### src/rtl/block_accum_pkg.sv
// Shared definitions for the block accumulator: FSM encoding, config/status field layout
// and the reserved-address limit that protects the config and status cells.
package block_accum_pkg;

    typedef enum logic [2:0] {
        StIdle,
        StCheck,
        StRead,
        StAcc,
        StWrite,
        StDone
    } state_e;

    localparam int unsigned CfgStartBit   = 0;
    localparam int unsigned CfgSrcLsb     = 2;
    localparam int unsigned CfgSrcWidth   = 10;
    localparam int unsigned CfgDstLsb     = 12;
    localparam int unsigned CfgDstWidth   = 10;
    localparam int unsigned CfgCountLsb   = 22;
    localparam int unsigned CfgCountWidth = 8;

    localparam int unsigned StatBusyBit    = 0;
    localparam int unsigned StatDoneBit    = 1;
    localparam int unsigned StatErrorBit   = 2;
    localparam int unsigned StatCountLsb   = 8;
    localparam int unsigned StatCountWidth = 8;

    // Cells 0 and 1 hold config and status; block transfers must stay above them.
    localparam int unsigned ReservedLimit = 2;

endpackage

### src/rtl/block_accum_if.sv
// Memory-side bus of the block accumulator: config/status cells plus the block port.
interface block_accum_if #(
    parameter int unsigned CELL_WIDTH = 32,
    parameter int unsigned LOG_SIZE   = 10,
    parameter int unsigned WIDTH      = 128
);
    logic [CELL_WIDTH-1:0] in_config;
    logic [WIDTH-1:0]      in_rdata;
    logic [LOG_SIZE-1:0]   out_address;
    logic                  out_read_en;
    logic                  out_write_en;
    logic [WIDTH-1:0]      out_wdata;
    logic [CELL_WIDTH-1:0] out_status;
    logic                  out_write_status_en;

    modport master (
        input  in_config, in_rdata,
        output out_address, out_read_en, out_write_en, out_wdata, out_status,
        output out_write_status_en
    );

    modport slave (
        output in_config, in_rdata,
        input  out_address, out_read_en, out_write_en, out_wdata, out_status,
        input  out_write_status_en
    );
endinterface

### src/rtl/block_lane_adder.sv
// Combinational per-lane adder: each CELL_WIDTH lane wraps independently, no carry across lanes.
module block_lane_adder #(
    parameter int unsigned BLOCKS     = 4,
    parameter int unsigned CELL_WIDTH = 32
) (
    input  logic [BLOCKS*CELL_WIDTH-1:0] a,
    input  logic [BLOCKS*CELL_WIDTH-1:0] b,
    output logic [BLOCKS*CELL_WIDTH-1:0] sum
);
    for (genvar k = 0; k < BLOCKS; k++) begin : g_lane
        assign sum[k*CELL_WIDTH +: CELL_WIDTH] =
            a[k*CELL_WIDTH +: CELL_WIDTH] + b[k*CELL_WIDTH +: CELL_WIDTH];
    end
endmodule

### src/rtl/block_accum.sv
// Sums count consecutive memory blocks lane-wise and writes the result block to dst,
// reporting progress through the status cell.
module block_accum
    import block_accum_pkg::*;
#(
    parameter int unsigned BLOCKS     = 4,
    parameter int unsigned CELL_WIDTH = 32,
    parameter int unsigned LOG_SIZE   = 10,
    parameter int unsigned WIDTH      = BLOCKS * CELL_WIDTH
) (
    input logic           in_clk,
    input logic           in_reset,
    block_accum_if.master bus
);
    localparam int unsigned MemSize = 1 << LOG_SIZE;

    state_e                   state_q, state_d;
    logic                     start_q;
    logic [CfgSrcWidth-1:0]   src_q;
    logic [CfgDstWidth-1:0]   dst_q;
    logic [CfgCountWidth-1:0] count_q;
    logic [CfgCountWidth-1:0] idx_q;
    logic [WIDTH-1:0]         acc_q;
    logic [WIDTH-1:0]         acc_sum;
    logic [31:0]              src_end;
    logic [31:0]              dst_end;
    logic                     start_req;
    logic                     cfg_error;
    logic                     last_block;
    logic                     unused_cfg;

    assign start_req = bus.in_config[CfgStartBit] & ~start_q;
    assign src_end   = 32'(src_q) + BLOCKS * 32'(count_q);
    assign dst_end   = 32'(dst_q) + BLOCKS;
    assign cfg_error = (count_q == '0) || (32'(src_q) < ReservedLimit) ||
                       (32'(dst_q) < ReservedLimit) || (src_end > MemSize) || (dst_end > MemSize);
    // idx_q is incremented in the same ACC cycle, so compare against the post-increment value.
    assign last_block = (9'(idx_q) + 9'd1) >= 9'(count_q);
    assign unused_cfg = ^{bus.in_config[CELL_WIDTH-1:CfgCountLsb+CfgCountWidth], bus.in_config[1]};

    block_lane_adder #(
        .BLOCKS     (BLOCKS),
        .CELL_WIDTH (CELL_WIDTH)
    ) u_lane_adder (
        .a   (acc_q),
        .b   (bus.in_rdata),
        .sum (acc_sum)
    );

    always_ff @(posedge in_clk or negedge in_reset) begin
        if (!in_reset) begin
            state_q <= StIdle;
        end else begin
            state_q <= state_d;
        end
    end

    always_comb begin
        state_d = state_q;
        unique case (state_q)
            StIdle:  if (start_req) state_d = StCheck;
            StCheck: state_d = cfg_error ? StDone : StRead;
            StRead:  state_d = StAcc;
            StAcc:   state_d = last_block ? StWrite : StRead;
            StWrite: state_d = StDone;
            StDone:  if (!start_q) state_d = StIdle;
            default: state_d = StIdle;
        endcase
    end

    always_comb begin
        bus.out_address         = '0;
        bus.out_read_en         = 1'b0;
        bus.out_write_en        = 1'b0;
        bus.out_wdata           = '0;
        bus.out_status          = '0;
        bus.out_write_status_en = 1'b0;
        unique case (state_q)
            StCheck: begin
                bus.out_write_status_en = 1'b1;
                if (cfg_error) bus.out_status[StatErrorBit] = 1'b1;
                else           bus.out_status[StatBusyBit]  = 1'b1;
            end
            StRead: begin
                bus.out_read_en = 1'b1;
                bus.out_address = LOG_SIZE'(32'(src_q) + BLOCKS * 32'(idx_q));
            end
            StWrite: begin
                bus.out_write_en        = 1'b1;
                bus.out_address         = LOG_SIZE'(dst_q);
                bus.out_wdata           = acc_q;
                bus.out_write_status_en = 1'b1;
                bus.out_status[StatDoneBit] = 1'b1;
                bus.out_status[StatCountLsb +: StatCountWidth] = count_q;
            end
            default: ;
        endcase
    end

    always_ff @(posedge in_clk or negedge in_reset) begin
        if (!in_reset) begin
            start_q <= 1'b0;
            src_q   <= '0;
            dst_q   <= '0;
            count_q <= '0;
            idx_q   <= '0;
            acc_q   <= '0;
        end else begin
            start_q <= bus.in_config[CfgStartBit];
            unique case (state_q)
                StIdle: begin
                    if (start_req) begin
                        src_q   <= bus.in_config[CfgSrcLsb +: CfgSrcWidth];
                        dst_q   <= bus.in_config[CfgDstLsb +: CfgDstWidth];
                        count_q <= bus.in_config[CfgCountLsb +: CfgCountWidth];
                    end
                end
                StCheck: begin
                    idx_q <= '0;
                    if (!cfg_error) acc_q <= '0;
                end
                StAcc: begin
                    acc_q <= acc_sum;
                    idx_q <= idx_q + CfgCountWidth'(1);
                end
                default: ;
            endcase
        end
    end

endmodule

### src/flat_wrapper.sv
// flat-port wrapper written by rule: the top's interface ports become plain ports
module block_accum_flat import block_accum_pkg::*;
#(
    parameter int unsigned BLOCKS     = 4,
    parameter int unsigned CELL_WIDTH = 32,
    parameter int unsigned LOG_SIZE   = 10,
    parameter int unsigned WIDTH      = BLOCKS * CELL_WIDTH
)
  (in_clk, in_reset, bus_in_config, bus_in_rdata, bus_out_address, bus_out_read_en, bus_out_write_en, bus_out_wdata, bus_out_status, bus_out_write_status_en);
  block_accum_if #(.CELL_WIDTH(CELL_WIDTH), .LOG_SIZE(LOG_SIZE), .WIDTH(WIDTH)) bus_i ();
  input logic in_clk;
  input logic in_reset;
  input wire logic [$bits(bus_i.in_config)-1:0] bus_in_config;
  input wire logic [$bits(bus_i.in_rdata)-1:0] bus_in_rdata;
  output wire logic [$bits(bus_i.out_address)-1:0] bus_out_address;
  output wire logic [$bits(bus_i.out_read_en)-1:0] bus_out_read_en;
  output wire logic [$bits(bus_i.out_write_en)-1:0] bus_out_write_en;
  output wire logic [$bits(bus_i.out_wdata)-1:0] bus_out_wdata;
  output wire logic [$bits(bus_i.out_status)-1:0] bus_out_status;
  output wire logic [$bits(bus_i.out_write_status_en)-1:0] bus_out_write_status_en;
  assign bus_i.in_config = bus_in_config;
  assign bus_i.in_rdata = bus_in_rdata;
  assign bus_out_address = bus_i.out_address;
  assign bus_out_read_en = bus_i.out_read_en;
  assign bus_out_write_en = bus_i.out_write_en;
  assign bus_out_wdata = bus_i.out_wdata;
  assign bus_out_status = bus_i.out_status;
  assign bus_out_write_status_en = bus_i.out_write_status_en;
  block_accum #(.BLOCKS(BLOCKS), .CELL_WIDTH(CELL_WIDTH), .LOG_SIZE(LOG_SIZE), .WIDTH(WIDTH)) u_core (.in_clk(in_clk), .in_reset(in_reset), .bus(bus_i));
endmodule
### config.mk
export PLATFORM = sky130hd
export DESIGN_NAME = block_accum_flat
export DESIGN_NICKNAME = d
export VERILOG_FILES = /design/src/rtl/block_accum_pkg.sv /design/src/rtl/block_accum_if.sv /design/src/rtl/block_lane_adder.sv /design/src/rtl/block_accum.sv /design/src/flat_wrapper.sv
export SDC_FILE = /design/constraint.sdc
export NUM_CORES = 1
export LEC_CHECK = 0
export ABC_CLOCK_PERIOD_IN_PS = 5800
export CORE_MARGIN = 2
export CORE_UTILIZATION = 50
export DETAILED_ROUTE_END_ITERATION = 8
export PLACE_DENSITY = 0.76
export SYNTH_ARGS = -nofsm -noshare
export SYNTH_HDL_FRONTEND = slang
export SYNTH_SLANG_ARGS = --single-unit
### constraint.sdc
create_clock -name in_clk -period 5.8 [get_ports in_clk]
set_clock_uncertainty 0.1 [all_clocks]
set_input_delay 1.74 -clock in_clk [delete_from_list [all_inputs] [get_ports in_clk]]
set_output_delay 1.74 -clock in_clk [all_outputs]
set_load 0.01 [all_outputs]
==> metrics.csv <==
stage;metric;value;unit
run_status;status;finished, final reports clean;
layout;final instance area;0.0182;mm²
grt;largest net degree at the start of global routing;171;
grt;first-pass GRT wire length;66.4;mm
clock_network;hold-fix buffers at CTS;0;
layout;Nets;2243;
timing;final worst setup slack;0.295;ns
floorplanning;core area;0.0279;mm²
synth;Post-synth EDFFs;0;
worst_hold_path;hold path startpoint;u_core.acc_q[63]$_DFFE_PN0P_;
synth;Main synth FF type;dfrtp_1;
worst_hold_path;HP Class;flip-flop to flip-flop;
clock_network;root buf cell;clkbuf_16;
grt;GRT Util Overall;26.9;%
timing;Setup TNS Final;0;ns
clock_network;CTS Sinks;168;
clock_network;CTS tree;yes;
floorplanning;Initial Utilization;51.2;%
drt;number of vias in the routed layout;13306;
synth;post-synthesis sequential area ratio;29.4;%
synth;Post-Syn Area;0.0143;mm²
drt;1st-pass router iterations;5;
placed_design;gpl congestion;0.920;
power;Net Sw Power;3450;µW
timing;final hold violation count;0;
timing;unrepaired setup endpoints after global routing;no;
layout;share of layout cells above drive strength 1;4.49;%
timing;Worst slew margin;22.6;%
timing;fin crit period;5.50;ns
power;peak supply drop;0.344;mV
power;pwr/cell area;426;mW/mm²
power;Leakage;0.00837;µW
critical_path;Setup crit start kind;flip-flop;
timing;Worst Tran Pin Value;1.16;ns
clock_network;H-Tree Depth;4;
timing;maximum clock frequency;182;MHz
clock_network;Clock Tree Buf Depth;2;
critical_path;Critical Path Fanout Max;5;
drt;Residual DRC;0;
floorplanning;DIE WIDTH;173;µm
placed_design;Detail Placement HPWL;29.7;mm
clock_network;clk slew on worst S/H paths;0.08;ns
floorplanning;Row Count;61;
drt;post-route ant nets;0;
grt;initial antenna violation count;6;
clock_network;clock insertion delay at the later pin of the skew report;0.44;ns
layout;Syn-to-layout area delta;27.6;%
timing;Final Max Tran Viols;0;
drt;drt total wl;41.0;mm
placed_design;Setup Slack @ Placement;0.367;ns
critical_path;crit path DAT;3.66;ns
synth;Netlist cell types;73;
floorplanning;I/O pin total;335;
clock_network;post-CTS sizing;0;
clock_network;number of post-CTS setup repair buffers;0;
job;Max Cap Viol;0;
floorplanning;Die Area;0.0300;mm²
drt;vias per inst;5.74;
critical_path;Crit. End Element;output pin;
drt;Routed WL per cell;17.7;µm
timing;Final Setup Violations;0;
power;Flop pwr share;26.2;%
synth;Ys Warns;0;
power;total power after layout;7770;µW
synth;Post-synth ARST share;100;%
grt;vias in the first global route;13025;
placed_design;I/O Buffers;310;
critical_path;RR Startpoint;u_core.count_q[0]$_DFFE_PN0P_;
synth;#FFs+latches synth;168;
critical_path;Worst setup startpoint;u_core.count_q[0]$_DFFE_PN0P_;
clock_network;CTS Buf Count;17;
drt;1st-iter DRT viols;867;
critical_path;Crit Path Category;flip-flop to output pin;
timing;Final Cycle Share;94.9;%
timing;Hold Slack;0.369;ns
layout;most frequent cells in the layout;clkdlybuf4s50_1, nand2_1, dfrtp_1;
power;logic gate share of total power;58.0;%
power;internal power;4330;µW
placed_design;dpl cell area;0.0176;mm²
power;Sw Share;44.4;%
floorplanning;chip height;173;µm
critical_path;Critical Path RT;3.96;ns
power;Clk pwr share;15.8;%
synth;Mapped Cells;1661;
layout;commonest non-fill, non-tap cell in the layout;clkdlybuf4s50_1;
grt;grt ovf;0;
synth;syn avg cell area;8.60;µm²
-- final cells by class --
cell class | count | area [µm²]
Fill cell | 2388 | 9700
Tap cell | 378 | 473
Timing Repair Buffer | 321 | 3210
Inverter | 29 | 109
Antenna cell | 2 | 5.00
Clock buffer | 18 | 429
Sequential cell | 168 | 4200
Multi-Input combinational cell | 1390 | 9640
Clock inverter | 13 | 170
-- power by group through the flow --
stage	combinational [µW]	clock, µW	sequential [µW]
after floorplan	3410	0	1880
after global placement	4340	0	2020
after detailed placement	4460	0	2040
after CTS	4480	1250	2030
after global routing	5030	1290	2090
final	4510	1230	2030
-- kinds of logic after synthesis --
group / share of synthesized area, %
AO/OA/AOI/OAI: 24.9
AND/OR/NAND/NOR: 18.6
flip-flops: 29.4
adder cells (fa/ha/maj): 13.8
buffers and inverters: 3.85
XOR/XNOR: 7.23
multiplexers: 2.22
other: 0.0262
-- flip-flops by register name, indices dropped and copies added (netlist names) --
name	count
u_core.count_q	8
u_core.acc_q	128
u_core.dst_q	10
u_core.src_q	10
u_core.start_q	1
u_core.idx_q	8
u_core.state_q	3
-- final timing paths --
path                                                      end  slack, ns  cells after the start
worst max-delay path                        bus_out_status[0]       0.30                     11
worst min-delay path             u_core.acc_q[63]$_DFFE_PN0P_       0.37                      1
worst max register to register   u_core.acc_q[95]$_DFFE_PN0P_       1.38                     14
worst min register to register   u_core.acc_q[63]$_DFFE_PN0P_       0.37                      1
max in group asynchronous       u_core.acc_q[121]$_DFFE_PN0P_       3.14                      2
min in group asynchronous         u_core.dst_q[8]$_DFFE_PN0P_       1.32                      1
-- per-stage QoR --
stage,util (%),std cells
2_1_floorplan,-,1681
3_3_place_gp,63.1,2285
3_5_place_dp,63.1,2285
4_1_cts,65.2,2316
5_1_grt,65.3,2317
6_report,65.3,2319
-- layer usage --
| layer | track usage (%) | part of all wire, % | up-vias |
|---|---|---|---|
| met3 | 5.72 | 5.7 | 75 |
| met4 | 9.15 | 2.7 | 8 |
| met2 | 44.3 | 47 | 383 |
| li1 | - | - | 6555 |
| met5 | 0 | 0.14 | - |
| met1 | 35.2 | 45 | 6285 |
-- cell usage after synthesis (all sizes together), types with 15 or more instances --
library cell	n	area share (%)
nand2	193	5.1
dfrtp	168	29
ha	148	13
and2	137	6.0
a21oi	119	4.2
o21ai	99	3.5
o22ai	88	3.9
a21o	79	4.1
clkbuf	64	1.7
xnor2	61	3.7
nor2	60	1.6
xor2	57	3.5
buf	30	1.4
inv	29	0.76
nor3	24	0.84
o21bai	24	1.3
nand3	22	0.77
mux2	21	1.7
nand2b	18	0.79
o21a	18	0.95
a22o	15	0.92
and3	15	0.66
-- critical path, stage by stage (launching register included) --
cell and delay, ns:
dfrtp_1 0.44, ha_1 0.25, fa_1 0.40, a21o_1 0.19, a21oi_1 0.21, o21bai_1 0.10
a21oi_1 0.22, o21ai_0 0.11, a21o_1 0.22, a2111oi_4 0.33, buf_4 0.22, clkdlybuf4s50_1 0.57
No activity file was read; power rests on OpenSTA's default activity.
